===== src/rtl/pipelined_alu.sv =====
`default_nettype none
// ============================================================================
// Module      : pipelined_alu
// Description : Registered execute-stage ALU with valid/ready handshakes on
//               both sides. Single-cycle ops: add, sub, and, or, sll, sra,
//               srl, xor, slt. Optional iterative signed multiply enabled by
//               defining PIPELINED_ALU_MUL_EN.
// Revision    : 1.0 - initial release
// ============================================================================
module pipelined_alu #(
    parameter int DATA_WIDTH  = 32,
    parameter int SHAMT_WIDTH = 5
) (
    input  logic                   clock,
    input  logic                   reset,
    input  logic                   in_valid,
    output logic                   in_ready,
    input  logic [DATA_WIDTH-1:0]  data_operandA,
    input  logic [DATA_WIDTH-1:0]  data_operandB,
    input  logic [4:0]             ctrl_ALUopcode,
    input  logic [SHAMT_WIDTH-1:0] ctrl_shiftamt,
    output logic                   out_valid,
    input  logic                   out_ready,
    output logic [DATA_WIDTH-1:0]  data_result,
    output logic                   isNotEqual,
    output logic                   isLessThan,
    output logic                   overflow
);

    localparam int         c_msb     = DATA_WIDTH - 1;
    localparam logic [0:0] c_st_idle = 1'b0;
    localparam logic [0:0] c_st_mul  = 1'b1;

    logic [0:0]            r_state;
    logic                  w_accept;
    logic                  w_load_alu;
    logic [DATA_WIDTH-1:0] w_sum;
    logic [DATA_WIDTH-1:0] w_diff;
    logic                  w_add_ovf;
    logic                  w_sub_ovf;
    logic                  w_lt;
    logic [DATA_WIDTH-1:0] w_res;
    logic                  w_ne_flag;
    logic                  w_lt_flag;
    logic                  w_ovf_flag;

    assign in_ready = (!out_valid || out_ready) && (r_state == c_st_idle);
    assign w_accept = in_valid && in_ready;

    // Signed overflow: operands with the relevant sign relation whose result
    // sign differs from A. The less-than flag folds overflow back in.
    assign w_sum     = data_operandA + data_operandB;
    assign w_diff    = data_operandA - data_operandB;
    assign w_add_ovf = (data_operandA[c_msb] == data_operandB[c_msb]) && (w_sum[c_msb] != data_operandA[c_msb]);
    assign w_sub_ovf = (data_operandA[c_msb] != data_operandB[c_msb]) && (w_diff[c_msb] != data_operandA[c_msb]);
    assign w_lt      = w_diff[c_msb] ^ w_sub_ovf;

    // Single-cycle operation decode; unsupported opcodes yield all zeros.
    always_comb begin
        w_res      = '0;
        w_ne_flag  = 1'b0;
        w_lt_flag  = 1'b0;
        w_ovf_flag = 1'b0;
        case (ctrl_ALUopcode)
            5'b00000: begin w_res = w_sum;  w_ovf_flag = w_add_ovf; end
            5'b00001: begin
                w_res      = w_diff;
                w_ovf_flag = w_sub_ovf;
                w_ne_flag  = (data_operandA != data_operandB);
                w_lt_flag  = w_lt;
            end
            5'b00010: w_res = data_operandA & data_operandB;
            5'b00011: w_res = data_operandA | data_operandB;
            5'b00100: w_res = data_operandA << ctrl_shiftamt;
            5'b00101: w_res = $unsigned($signed(data_operandA) >>> ctrl_shiftamt);
            5'b00110: w_res = data_operandA >> ctrl_shiftamt;
            5'b00111: w_res = data_operandA ^ data_operandB;
            5'b01000: w_res = {{(DATA_WIDTH-1){1'b0}}, w_lt};
            default:  w_res = '0;
        endcase
    end

`ifdef PIPELINED_ALU_MUL_EN
    logic [2*DATA_WIDTH-1:0] r_mcand;
    logic [2*DATA_WIDTH-1:0] r_acc;
    logic [DATA_WIDTH-1:0]   r_mplier;
    logic [SHAMT_WIDTH-1:0]  r_cnt;
    logic                    r_mul_done;
    logic                    w_is_mul;
    logic                    w_last;
    logic [2*DATA_WIDTH-1:0] w_addend;
    logic [2*DATA_WIDTH-1:0] w_acc_next;
    logic [2*DATA_WIDTH-1:0] w_prod;
    logic                    w_mul_write;
    logic                    w_mul_ovf;

    // The multiplier's MSB carries negative weight, so the last partial
    // product is subtracted rather than added (two's-complement multiplier).
    assign w_is_mul    = (ctrl_ALUopcode == 5'b01001);
    assign w_load_alu  = w_accept && !w_is_mul;
    assign w_last      = (r_cnt == SHAMT_WIDTH'(DATA_WIDTH - 1));
    assign w_addend    = r_mplier[0] ? (w_last ? -r_mcand : r_mcand) : '0;
    assign w_acc_next  = r_acc + w_addend;
    assign w_prod      = r_mul_done ? r_acc : w_acc_next;
    assign w_mul_write = (r_state == c_st_mul) && (w_last || r_mul_done) && (!out_valid || out_ready);
    assign w_mul_ovf   = (|w_prod[2*DATA_WIDTH-1:c_msb]) && !(&w_prod[2*DATA_WIDTH-1:c_msb]);

    // Multiply FSM: latch operands, one shift-add per cycle, hold the
    // finished product if the output register is still occupied.
    always_ff @(posedge clock) begin
        if (reset) begin
            r_state    <= c_st_idle;
            r_mcand    <= '0;
            r_acc      <= '0;
            r_mplier   <= '0;
            r_cnt      <= '0;
            r_mul_done <= 1'b0;
        end else begin
            case (r_state)
                c_st_idle: begin
                    if (w_accept && w_is_mul) begin
                        r_mcand    <= {{DATA_WIDTH{data_operandA[c_msb]}}, data_operandA};
                        r_mplier   <= data_operandB;
                        r_acc      <= '0;
                        r_cnt      <= '0;
                        r_mul_done <= 1'b0;
                        r_state    <= c_st_mul;
                    end
                end
                default: begin
                    if (w_mul_write) begin
                        r_state <= c_st_idle;
                    end else if (!r_mul_done) begin
                        r_acc    <= w_acc_next;
                        r_mcand  <= r_mcand << 1;
                        r_mplier <= r_mplier >> 1;
                        r_cnt    <= r_cnt + 1'b1;
                        if (w_last) begin
                            r_mul_done <= 1'b1;
                        end
                    end
                end
            endcase
        end
    end
`else
    assign w_load_alu = w_accept;

    // Without the multiplier every operation completes in IDLE.
    always_ff @(posedge clock) begin
        r_state <= c_st_idle;
    end
`endif

    // Output register: cleared on transfer, reloaded on acceptance or on
    // multiply completion; otherwise held stable under backpressure.
    always_ff @(posedge clock) begin
        if (reset) begin
            out_valid   <= 1'b0;
            data_result <= '0;
            isNotEqual  <= 1'b0;
            isLessThan  <= 1'b0;
            overflow    <= 1'b0;
        end else begin
            if (out_valid && out_ready) begin
                out_valid <= 1'b0;
            end
            if (w_load_alu) begin
                out_valid   <= 1'b1;
                data_result <= w_res;
                isNotEqual  <= w_ne_flag;
                isLessThan  <= w_lt_flag;
                overflow    <= w_ovf_flag;
            end
`ifdef PIPELINED_ALU_MUL_EN
            if (w_mul_write) begin
                out_valid   <= 1'b1;
                data_result <= w_prod[DATA_WIDTH-1:0];
                isNotEqual  <= 1'b0;
                isLessThan  <= 1'b0;
                overflow    <= w_mul_ovf;
            end
`endif
        end
    end

endmodule
`default_nettype wire


===== config.mk =====
export PLATFORM = sky130hd
export DESIGN_NAME = pipelined_alu
export DESIGN_NICKNAME = d
export VERILOG_FILES = /design/src/rtl/pipelined_alu.sv
export SDC_FILE = /design/constraint.sdc
export NUM_CORES = 1
export LEC_CHECK = 0
export CAP_MARGIN = 5
export CORE_MARGIN = 5
export CORE_UTILIZATION = 54
export DETAILED_ROUTE_END_ITERATION = 6
export PLACE_DENSITY_LB_ADDON = 0.12
export SLEW_MARGIN = 20
export SYNTH_ARGS = -nofsm -noshare
export SYNTH_HDL_FRONTEND = slang
export SYNTH_SLANG_ARGS = --single-unit
export TNS_END_PERCENT = 50

===== constraint.sdc =====
create_clock -name clock -period 4.13 [get_ports clock]
set_input_delay 0.826 -clock clock [delete_from_list [all_inputs] [get_ports clock]]
set_output_delay 0.826 -clock clock [all_outputs]
set_load 0.005 [all_outputs]

==> impl_metrics.json <==
{
  "gp_routability_congestion": 1.15,
  "power.net_switching_uw": 1180,
  "cts.hold.buffers_added": 0,
  "ys_seq_area_share_pct": 7.12,
  "fmax_ghz": 0.246,
  "drive_above_1_share_pct": 24.8,
  "antenna_found_initial": 1,
  "syn_nets": 1642,
  "ant_nets": 0,
  "dpl_worst_slack_ps": -1010,
  "drc": 0,
  "tns_ps": 0,
  "cts_buffers": 5,
  "synth.distinct_cells": 81,
  "reg2reg_from": "out_valid",
  "fin_skew_ps": 7.96,
  "synthCells": 1464,
  "path_max_fanout": 2,
  "synthMuxAreaShare_pct": 15.6,
  "hold_depth": 2,
  "p_comb_share_pct": 68.5,
  "htreeDepth": 2,
  "core_um2": 18600,
  "slew_viol_final": 0,
  "critPathTopFamily": "compound AO/OA/AOI/OAI gates",
  "power.density_nw_per_um2": 180,
  "status": "completed",
  "hold_slack_ps": 449,
  "max-cap-violations": 0,
  "cts_tree": "built",
  "synth_edf_count": 0,
  "syn_area_per_cell_um2": 6.92,
  "synth-simple-area-share_pct": 20.9,
  "critical_path_class": "input pin to register",
  "die_x_um": 147,
  "placed_area_um2": 13100,
  "hold_viol": 0,
  "arrival_ps": 4300,
  "fin_area_um2": 13800,
  "clk_path_buf_depth": 2,
  "synth_fa_ha_area_share_pct": 12.6,
  "fin_nets": 1919,
  "layout_setup_ws_ps": 66.3,
  "grt_pass1_vias": 12700,
  "startpoint_type": "input pin",
  "clkLatencyLatePin_ps": 310,
  "cp.required_ps": 4360,
  "first_pass_iters": 7,
  "grt_pass1_wl_um": 76300,
  "root_buffer": "clkbuf_16",
  "drtIter0Drc": 2167,
  "relSlewSlack_pct": 35.5,
  "synth_compound_area_share_pct": 34.2,
  "dp.cells": 1960,
  "ys_ff_latch": 36,
  "power_leakage_uw": 0.00589,
  "startpoint": "data_operandA[1]",
  "yosysWarnings": 0,
  "synthTopCellsByArea": "ha_1 (12%), mux4_2 (7.6%), dfxtp_1 (7.1%)",
  "reg2reg_slack_ps": 1750,
  "async_reset_ff_share_pct": 0,
  "cp_num_buf_inv": 4,
  "synth_ff_type": "dfxtp_1",
  "yosys.area.top_type": "ha_1",
  "ioPinCount": 115,
  "cp-end-kind": "register",
  "endpoint": "overflow",
  "path_cells": "clkdlybuf4s15_1, buf_6, ha_2, or2_4, o221ai_4, a311oi_4, o41ai_4, o311ai_1, buf_4, nand2_2, o21bai_1, a221o_1, a21oi_2, fa_2, buf_6, xnor2_2, a31oi_1, a211oi_1",
  "routed_wirelength_um": 51600,
  "clkSinkCount": 36,
  "die_area_um2": 21600,
  "num_vias": 13900,
  "crit_path_frequent_cell": "buf_6",
  "hold_path_class": "register to register",
  "port-buffer-count": 114,
  "worst_slew_pin_slew_ps": 968,
  "grt_usage_pct": 45.3,
  "synth_top_family_by_area": "compound AO/OA/AOI/OAI gates",
  "r2r_end": "data_result[13]",
  "grt-busiest-layer": "met2",
  "cp.depth": 18,
  "vdd_drop_max_mv": 0.146,
  "rows": 50,
  "grt_max_degree": 41,
  "min_period_over_period_pct": 98.4,
  "multi_input_area_um2": 9070,
  "clkPwrFrac_pct": 17.0,
  "globalRouteMet3Util_pct": 10.6,
  "sw_frac_of_total_pct": 47.5,
  "n_fill_cell": 1523,
  "post_synth_xor_area_fraction_pct": 0.865,
  "wl_per_cell_um": 26.1,
  "dp_hpwl_um": 40400,
  "stdcell_count": 1976,
  "seq_power_share_pct": 14.4,
  "setup_viol": 0,
  "worst_path_max_delay_cell": "fa_2",
  "overflow": 0,
  "synth_area_um2": 10100,
  "start_util_pct": 54.5,
  "grt_util_met2_pct": 69.4,
  "reg2reg_depth": 9,
  "use_met1_pct": 55.8,
  "clkTransAtPathRegs_ps": 70,
  "areaGrowthSynthToFinish_pct": 36.4,
  "yosys.area.top_type_share_pct": 12.0,
  "regArea_um2": 721,
  "finalCriticalPeriod_ps": 4060,
  "n_antenna_cell": 0,
  "p_int_uw": 1300,
  "worst_path_largest_cell_delay_ps": 470,
  "dieHeight_um": 147,
  "via_per_inst": 7.05
}
metal layers:
| metal | part of all wire, % | vias up |
|---|---|---|
| li1 | - | 6010 |
| met1 | 35 | 6291 |
| met2 | 42 | 1285 |
| met3 | 13 | 347 |
| met4 | 9.9 | 0 |
| met5 | 0 | - |
per-stage QoR:
step / power, µW / utilization [%]
finish: 2480 / 74.3
global placement: 1870 / 70.3
CTS: 2350 / 72.6
detailed placement: 1890 / 70.3
global route: 2570 / 74.3
floorplan: 1200 / -
worst min-delay path by stage:
stage,start,end,slack [ps]
2_1_floorplan,data_result[16],data_result[16],440
3_3_place_gp,data_result[9],data_result[9],440
3_5_place_dp,data_result[8],data_result[8],440
4_1_cts,data_result[9],data_result[9],450
5_1_grt,data_result[9],data_result[9],470
6_report,data_result[9],data_result[9],450
power by group through the flow:
| stage | clock, µW | sequential, µW | combinational (µW) |
|---|---|---|---|
| 2_1_floorplan | 0 | 367 | 829 |
| 3_3_place_gp | 0 | 366 | 1510 |
| 3_5_place_dp | 0 | 367 | 1520 |
| 4_1_cts | 415 | 359 | 1570 |
| 5_1_grt | 427 | 360 | 1790 |
| 6_report | 423 | 359 | 1700 |
worst reg2reg max path: stages (launching register included):
cell	delay, ps
dfxtp_1	310
nand2b_1	190
nand2_1	100
buf_4	240
nand2_1	140
o211ai_1	190
a2111oi_1	530
buf_4	230
o2111ai_1	120
and3_1	210
flip-flops by register name (all words and copies together) (netlist names):
signal	count
data_result	32
isLessThan	1
isNotEqual	1
out_valid	1
overflow	1
repair_timing:
item | in CTS | in global routing
gates resized for setup | 76 | 76
pin swaps | 22 | 23
endpoints found under the setup margin | 4 | 4
buffers inserted | 5 | 4
kinds of logic after synthesis:
kind of cell	after synthesis
compound gates	521
xor+xnor	10
fa+ha+maj	100
buf+inv	211
flops	36
mux	113
simple gates	473
Yosys cell counts, drive strengths merged (4+ instances only):
cell type  number
a2111oi        12
a211oi         36
a21boi          5
a21o           14
a21oi         140
a221o           8
a221oi         24
a22o            5
a22oi           8
a2bb2oi         4
a31oi          14
a32oi           4
and2            4
and3            6
buf            46
clkbuf         68
dfxtp          36
ha             97
inv            95
mux2           22
mux2i          57
mux4           34
nand2         134
nand2b         18
nand3          18
nand4          16
nor2          192
nor2b          12
nor3           28
nor4           13
nor4b           6
o2111ai        13
o211ai         22
o21a            5
o21ai         107
o21bai         13
o221ai         18
o22ai          13
o311ai          7
o31a            4
o31ai          14
o32ai           5
or2             6
or3            12
xnor2           8
area by class of cell:
class                      instances  share of cell area [%]
multi-input combinational       1217                    65.7
sequential                        36                    5.22
clock buffer                       5                   0.906
clock inverter                     3                   0.136
inverter                          97                    2.65
tap                              234                    2.12
timing repair buffer             384                    23.3
placed cells by master, fill, tap and decap left out, types with 22 or more instances in the layout:
master           count
a21oi_1            135
mux4_2              34
nand2_1            132
ha_1                67
o211ai_1            22
dfxtp_1             36
a221oi_1            23
mux2i_1             57
buf_4              260
o21ai_1             46
nor2_1             187
o21ai_0             58
a211oi_1            34
inv_1               76
nor3_1              25
clkdlybuf4s50_1     80
Power figures use the tool's default switching activity.
